### config.mk
export PLATFORM = sky130hd
export DESIGN_NAME = hamming_dma_flat
export DESIGN_NICKNAME = d
export VERILOG_FILES = /design/src/rtl/hamming_dma_if.sv /design/src/rtl/hamming_dma.sv /design/src/flat_wrapper.sv
export SDC_FILE = /design/constraint.sdc
export NUM_CORES = 1
export LEC_CHECK = 0
export BUFFER_PORTS_ARGS = -buffer_cell sky130_fd_sc_hd__buf_2
export CORE_ASPECT_RATIO = 1.2
export CORE_MARGIN = 2
export CORE_UTILIZATION = 58
export CTS_CLUSTER_SIZE = 8
export DETAILED_ROUTE_END_ITERATION = 6
export PLACE_DENSITY = 0.81
export SYNTH_ARGS = -nofsm -noshare
export SYNTH_HDL_FRONTEND = slang
export SYNTH_SLANG_ARGS = --single-unit
### constraint.sdc
create_clock -name clk -period 3.6 [get_ports clk]
set_input_delay 0.72 -clock clk [delete_from_list [all_inputs] [get_ports clk]]
set_output_delay 0.72 -clock clk [all_outputs]
set_load 0.005 [all_outputs]
### src/rtl/hamming_dma_if.sv
// Program handshake and data-memory port between the core side and the Hamming(15,11) coprocessor.
interface hamming_dma_if #(
  parameter int AW = 8,
  parameter int DW = 8
);
  logic          req;
  logic          mode;
  logic          ack;
  logic          busy;
  logic [AW-1:0] mem_addr;
  logic          mem_wr_en;
  logic [DW-1:0] mem_wr_data;
  logic [DW-1:0] mem_rd_data;
  logic [7:0]    corr_cnt;

  modport master (
    output req, mode, mem_rd_data,
    input  ack, busy, mem_addr, mem_wr_en, mem_wr_data, corr_cnt
  );

  modport slave (
    input  req, mode, mem_rd_data,
    output ack, busy, mem_addr, mem_wr_en, mem_wr_data, corr_cnt
  );
endinterface

### src/rtl/hamming_dma.sv
// Hamming(15,11) coprocessor: walks NMSG two-byte messages in data memory and
// writes encoded (mode 0) or corrected/stripped (mode 1) results to a destination region.
module hamming_dma #(
  parameter int AW      = 8,
  parameter int DW      = 8,
  parameter int NMSG    = 15,
  parameter int SRC_ENC = 0,
  parameter int DST_ENC = 30,
  parameter int SRC_DEC = 64,
  parameter int DST_DEC = 94
) (
  input logic         clk,
  input logic         reset,
  hamming_dma_if.slave bus
);

  typedef enum logic [2:0] {IDLE, RD_LO, RD_HI, CAP, WR_LO, WR_HI, DONE} state_t;

  state_t        r_state;
  state_t        w_next;
  logic          r_mode;
  logic [6:0]    r_idx;
  logic [7:0]    r_lo;
  logic [6:0]    r_hi;
  logic [7:0]    r_corrCnt;

  logic          w_accept;
  logic          w_last;
  logic [AW-1:0] w_srcBase;
  logic [AW-1:0] w_dstBase;
  logic [AW-1:0] w_off;
  logic [11:1]   w_d;
  logic [15:1]   w_encCw;
  logic [15:1]   w_decCw;
  logic [3:0]    w_syn;
  logic [11:1]   w_flipD;
  logic [11:1]   w_decD;
  logic [7:0]    w_loByte;
  logic [7:0]    w_hiByte;

  assign w_accept  = (r_state == IDLE) && bus.req;
  assign w_last    = (r_idx == 7'(NMSG - 1));
  assign w_srcBase = r_mode ? AW'(SRC_DEC) : AW'(SRC_ENC);
  assign w_dstBase = r_mode ? AW'(DST_DEC) : AW'(DST_ENC);
  assign w_off     = AW'({r_idx, 1'b0});

  always_ff @(posedge clk) begin
    if (reset) r_state <= IDLE;
    else       r_state <= w_next;
  end

  always_comb begin
    w_next = r_state;
    case (r_state)
      IDLE:    if (bus.req) w_next = RD_LO;
      RD_LO:   w_next = RD_HI;
      RD_HI:   w_next = CAP;
      CAP:     w_next = WR_LO;
      WR_LO:   w_next = WR_HI;
      WR_HI:   w_next = w_last ? DONE : RD_LO;
      DONE:    w_next = IDLE;
      default: w_next = IDLE;
    endcase
  end

  // Read data lags the address by one cycle, so lo lands during RD_HI and hi during CAP.
  always_ff @(posedge clk) begin
    if (reset) begin
      r_mode    <= 1'b0;
      r_idx     <= '0;
      r_lo      <= '0;
      r_hi      <= '0;
      r_corrCnt <= '0;
    end else begin
      if (w_accept) begin
        r_mode <= bus.mode;
        r_idx  <= '0;
        if (bus.mode) r_corrCnt <= '0;
      end
      if (r_state == RD_HI) r_lo <= bus.mem_rd_data[7:0];
      if (r_state == CAP)   r_hi <= bus.mem_rd_data[6:0];
      if (r_state == WR_HI) begin
        if (!w_last) r_idx <= r_idx + 7'd1;
        if (r_mode && (w_syn != 4'd0) && (r_corrCnt != 8'hFF)) r_corrCnt <= r_corrCnt + 8'd1;
      end
    end
  end

  assign w_d     = {r_hi[2:0], r_lo};
  assign w_encCw = {w_d[11:5], ^w_d[11:5], w_d[4:2], ^{w_d[11:8], w_d[4:2]}, w_d[1],
                    w_d[11] ^ w_d[10] ^ w_d[7] ^ w_d[6] ^ w_d[4] ^ w_d[3] ^ w_d[1],
                    w_d[11] ^ w_d[9] ^ w_d[7] ^ w_d[5] ^ w_d[4] ^ w_d[2] ^ w_d[1]};

  // Each syndrome bit is the parity of the positions whose index has that bit set.
  assign w_decCw  = {r_hi[6:0], r_lo};
  assign w_syn[0] = ^{w_decCw[15], w_decCw[13], w_decCw[11], w_decCw[9],
                      w_decCw[7], w_decCw[5], w_decCw[3], w_decCw[1]};
  assign w_syn[1] = ^{w_decCw[15:14], w_decCw[11:10], w_decCw[7:6], w_decCw[3:2]};
  assign w_syn[2] = ^{w_decCw[15:12], w_decCw[7:4]};
  assign w_syn[3] = ^w_decCw[15:8];

  always_comb begin
    w_flipD = '0;
    case (w_syn)
      4'd3:    w_flipD = 11'h001;
      4'd5:    w_flipD = 11'h002;
      4'd6:    w_flipD = 11'h004;
      4'd7:    w_flipD = 11'h008;
      4'd9:    w_flipD = 11'h010;
      4'd10:   w_flipD = 11'h020;
      4'd11:   w_flipD = 11'h040;
      4'd12:   w_flipD = 11'h080;
      4'd13:   w_flipD = 11'h100;
      4'd14:   w_flipD = 11'h200;
      4'd15:   w_flipD = 11'h400;
      default: w_flipD = '0;
    endcase
  end

  assign w_decD   = {w_decCw[15:9], w_decCw[7:5], w_decCw[3]} ^ w_flipD;
  assign w_loByte = r_mode ? w_decD[8:1] : w_encCw[8:1];
  assign w_hiByte = r_mode ? {5'b0, w_decD[11:9]} : {1'b0, w_encCw[15:9]};

  always_comb begin
    bus.ack         = 1'b0;
    bus.busy        = 1'b0;
    bus.mem_addr    = '0;
    bus.mem_wr_en   = 1'b0;
    bus.mem_wr_data = '0;
    case (r_state)
      RD_LO: begin
        bus.busy     = 1'b1;
        bus.mem_addr = w_srcBase + w_off;
      end
      RD_HI: begin
        bus.busy     = 1'b1;
        bus.mem_addr = w_srcBase + w_off + AW'(1);
      end
      CAP:   bus.busy = 1'b1;
      WR_LO: begin
        bus.busy        = 1'b1;
        bus.mem_addr    = w_dstBase + w_off;
        bus.mem_wr_en   = 1'b1;
        bus.mem_wr_data = DW'(w_loByte);
      end
      WR_HI: begin
        bus.busy        = 1'b1;
        bus.mem_addr    = w_dstBase + w_off + AW'(1);
        bus.mem_wr_en   = 1'b1;
        bus.mem_wr_data = DW'(w_hiByte);
      end
      DONE:    bus.ack = 1'b1;
      default: ;
    endcase
  end

  assign bus.corr_cnt = r_corrCnt;

endmodule

### src/flat_wrapper.sv
// flat-port wrapper written by rule: the top's interface ports become plain ports
module hamming_dma_flat 
#(
  parameter int AW      = 8,
  parameter int DW      = 8,
  parameter int NMSG    = 15,
  parameter int SRC_ENC = 0,
  parameter int DST_ENC = 30,
  parameter int SRC_DEC = 64,
  parameter int DST_DEC = 94
)
  (clk, reset, bus_req, bus_mode, bus_mem_rd_data, bus_ack, bus_busy, bus_mem_addr, bus_mem_wr_en, bus_mem_wr_data, bus_corr_cnt);
  hamming_dma_if #(.AW(AW), .DW(DW)) bus_i ();
  input logic clk;
  input logic reset;
  input wire logic [$bits(bus_i.req)-1:0] bus_req;
  input wire logic [$bits(bus_i.mode)-1:0] bus_mode;
  input wire logic [$bits(bus_i.mem_rd_data)-1:0] bus_mem_rd_data;
  output wire logic [$bits(bus_i.ack)-1:0] bus_ack;
  output wire logic [$bits(bus_i.busy)-1:0] bus_busy;
  output wire logic [$bits(bus_i.mem_addr)-1:0] bus_mem_addr;
  output wire logic [$bits(bus_i.mem_wr_en)-1:0] bus_mem_wr_en;
  output wire logic [$bits(bus_i.mem_wr_data)-1:0] bus_mem_wr_data;
  output wire logic [$bits(bus_i.corr_cnt)-1:0] bus_corr_cnt;
  assign bus_i.req = bus_req;
  assign bus_i.mode = bus_mode;
  assign bus_i.mem_rd_data = bus_mem_rd_data;
  assign bus_ack = bus_i.ack;
  assign bus_busy = bus_i.busy;
  assign bus_mem_addr = bus_i.mem_addr;
  assign bus_mem_wr_en = bus_i.mem_wr_en;
  assign bus_mem_wr_data = bus_i.mem_wr_data;
  assign bus_corr_cnt = bus_i.corr_cnt;
  hamming_dma #(.AW(AW), .DW(DW), .NMSG(NMSG), .SRC_ENC(SRC_ENC), .DST_ENC(DST_ENC), .SRC_DEC(SRC_DEC), .DST_DEC(DST_DEC)) u_core (.clk(clk), .reset(reset), .bus(bus_i));
endmodule
==> results.yml <==
global_routing:
  grt_pass1_wl_um: 10810
  grt_use_total_pct: 26.87
  grtUsageMet3_pct: 5.099
  grt_util_met2_pct: 45.40
  grt_max_degree: 30
  gr-total-overflow: 0
  top_usage_layer: "met2"
  grtUsageMet1_pct: 32.50
  first_global_vias: 2330
  antenna_found_initial: 0
route:
  drt-wirelength-per-cell_um: 15.26
  drcViolationCount: 0
  drt-vias-per-instance: 5.933
  drtPass1Iterations: 5
  vias: 2557
  drt-total-wl_um: 6578
  drt_iter0_drc: 177
  postRouteAntennaNets: 0
finish:
  flow.area_growth_from_synthesis_pct: 10.97
  instances_no_fill: 431
  fin_nets: 389
  drive_gt1_share_pct: 18.77
  diodes: 0
timing:
  slew_headroom_pct: 54.49
  finalSetupTns_ps: 0
  fmax_ghz: 0.2929
  hold_viol_final: 0
  tightest_slew_ps: 681.7
  finalSetupViolCount: 0
  skew_ps: 5.796
  drv_slew: 0
  rsz0062_at_grt: "false"
  min_period_over_period_pct: 94.83
  period_minus_slack_ps: 3414
synthesis:
  syn_area_um2: 2703
  synth_fp_nets: 363
  yosysUniqueCellTypes: 64
  synth.avg_cell_area_um2: 7.811
  post-synth-top-count-cell: "nand2_1"
  synth_ff_type: "dfxtp_1"
  synth_area_leaders: "dfxtp_1 (25%), nand2_1 (8.6%), a21oi_1 (5.6%)"
  yosysSeqAreaShare_pct: 25.19
  synth_edf_count: 0
  yosys-top-cells-count: "nand2_1 (62), dfxtp_1 (34), a21oi_1 (30)"
  ys_seq_elements: 34
  async_flop_share_pct: 0
  synth_top_area_share_pct: 25.19
  synth_top_area_cell: "dfxtp_1"
  synthCells: 346
  yosys_warnings: 0
power:
  power_density_nw_per_um2: 323.8
  pwr-share-comb_pct: 27.6
  swShare_pct: 32.76
  irDropWorstVdd_uv: 339.2
  p_clk_share_pct: 30.5
  internal_power_mw: 0.6530
  power.leakage_nw: 1.185
  seq_power_share_pct: 41.9
  p_sw_mw: 0.3181
clocking:
  cts_setup_buffers: 0
  clk_pin_slew_ps: 70
  ctsHtreeMaxLevel: 2
  root_buffer: "clkbuf_8"
  clock_path_buffers: 2
  cts_tree: "done"
  numCtsBuffers: 5
  cts.sinks: 34
  insertion_delay_ps: 290
placement:
  dp_cells: 423
  gp_congestion: 0.9804
  dp_hpwl_um: 4934
  io_buffers: 38
die:
  num_rows: 27
  die_h_um: 78.78
  ios: 39
  start_util_pct: 59.70
  core_area_um2: 4527
  dieArea_um2: 5224
  die_w_um: 66.32
worst_setup_path:
  r2r_start: "u_core.r_state[2]$_SDFFE_PP0P_"
  worstSetupEndpoint: "bus_mem_wr_data[2]"
  reg2reg_depth: 6
  endpoint_kind: "output pin"
  startpoint_type: "register"
  reg2reg_to: "u_core.bus.corr_cnt[5]$_SDFF_PP0_"
  startpoint: "u_core.r_hi[5]$_SDFFE_PP0N_"
  cp_max_fo: 4
  critPathArrivalTime_ps: 2690
  required_ps: 2880
  crit_type: "reg -> out"
  reg2reg_slack_ps: 960
run:
  drv_cap: 0
min_path:
  hold_path_class: "reg -> reg"
run_status:
  status: "finished clean"
## final cells by class
| cell class | count | area (um^2) |
|---|---|---|
| clock buffers | 7 | 86.33 |
| clock inverters | 1 | 5.005 |
| fillers | 406 | 1528 |
| inverters | 5 | 18.77 |
| multi-input cells | 281 | 1893 |
| flip-flops and latches | 34 | 680.7 |
| well taps | 58 | 72.57 |
| repair buffers | 45 | 242.7 |
## metal layers
metal  routed length [um]  part of all wire, %
met5                    0                    0
met1                 2779                   42
met3                  257                  3.9
met4                  200                  3.0
met2                 3340                   51
## cells in the final DEF, fill, tap and decap left out, types with 4 or more instances in the layout
| cell | n |
|---|---|
| dfxtp_1 | 34 |
| xnor2_1 | 17 |
| nor2_1 | 16 |
| a21oi_1 | 30 |
| nand2_1 | 62 |
| o211ai_1 | 4 |
| clkbuf_8 | 6 |
| inv_1 | 5 |
| xor2_1 | 16 |
| a22oi_1 | 7 |
| nand3_1 | 23 |
| buf_4 | 7 |
| ha_1 | 5 |
| o22ai_1 | 5 |
| buf_2 | 38 |
| o21ai_0 | 14 |
| and3_1 | 5 |
| nor2b_1 | 6 |
## worst max-delay path, stage by stage (launching register included)
cell and delay (ps):
dfxtp_1 430, xor3_1 480, xor3_1 310, nand2_1 60, o21ai_0 380, nand2_1 120, xnor2_1 140, a311o_1 350
buf_2 130
## timing repair
| item | 4_1_cts | 5_1_grt |
|---|---|---|
| hold buffers | 0 | 0 |
| gates resized for setup | 0 | 1 |
| endpoints found under the setup margin | 0 | 3 |
## worst min path at each step
| stage | slack, ps | to | cells past startpoint | startpoint |
|---|---|---|---|---|
| 6_report | 510 | u_core.r_hi[0]$_SDFFE_PP0N_ | 2 | u_core.r_hi[0]$_SDFFE_PP0N_ |
| 5_1_grt | 540 | u_core.r_lo[7]$_SDFFE_PP0P_ | 2 | u_core.r_lo[7]$_SDFFE_PP0P_ |
| 4_1_cts | 510 | u_core.r_lo[7]$_SDFFE_PP0P_ | 2 | u_core.r_lo[7]$_SDFFE_PP0P_ |
| 3_5_place_dp | 500 | u_core.r_hi[0]$_SDFFE_PP0N_ | 2 | u_core.r_hi[0]$_SDFFE_PP0N_ |
| 3_3_place_gp | 490 | u_core.r_lo[7]$_SDFFE_PP0P_ | 2 | u_core.r_lo[7]$_SDFFE_PP0P_ |
| 2_1_floorplan | 460 | u_core.r_lo[7]$_SDFFE_PP0P_ | 2 | u_core.r_lo[7]$_SDFFE_PP0P_ |
## power groups by stage
stage                     Combinational [mW]  Clock, mW  Sequential [mW]
after floorplan                        0.217          0            0.401
after global placement                 0.261          0            0.415
after detailed placement               0.265          0            0.415
after CTS                              0.266      0.300            0.406
after global routing                   0.290      0.315            0.409
final                                  0.268      0.296            0.407
## registers in the layout, indices dropped and copies added (netlist names)
name / cells
u_core.r_state: 3
u_core.r_idx: 7
u_core.r_hi: 7
u_core.bus.corr_cnt: 8
u_core.r_lo: 8
u_core.r_mode: 1
## cells by family after synthesis
| kind of cell | Yosys count | synth area share [%] |
|---|---|---|
| DFF | 34 | 25.19 |
| adders and majority gates | 5 | 2.315 |
| AOI/OAI and AO/OA | 87 | 22.04 |
| xor gates and xnor gates | 42 | 17.92 |
| buffers and inverters | 31 | 4.768 |
| muxes | 5 | 1.991 |
| and+or+nand+nor | 142 | 25.79 |
## through the flow
step	area (um^2)	hold WS, ps	setup WS, ps	utilization [%]	power [mW]
after floorplan	2703	459.9	819.5	-	0.6180
after global placement	2908	488.5	557.8	64.23	0.6757
after detailed placement	2908	503.9	509.2	64.23	0.6800
after CTS	2999	513.9	194.8	66.25	0.9728
after global routing	2999	542.1	28.38	66.25	1.014
final	2999	513.3	186.1	66.25	0.9711
(Power assumes the default switching activity.)
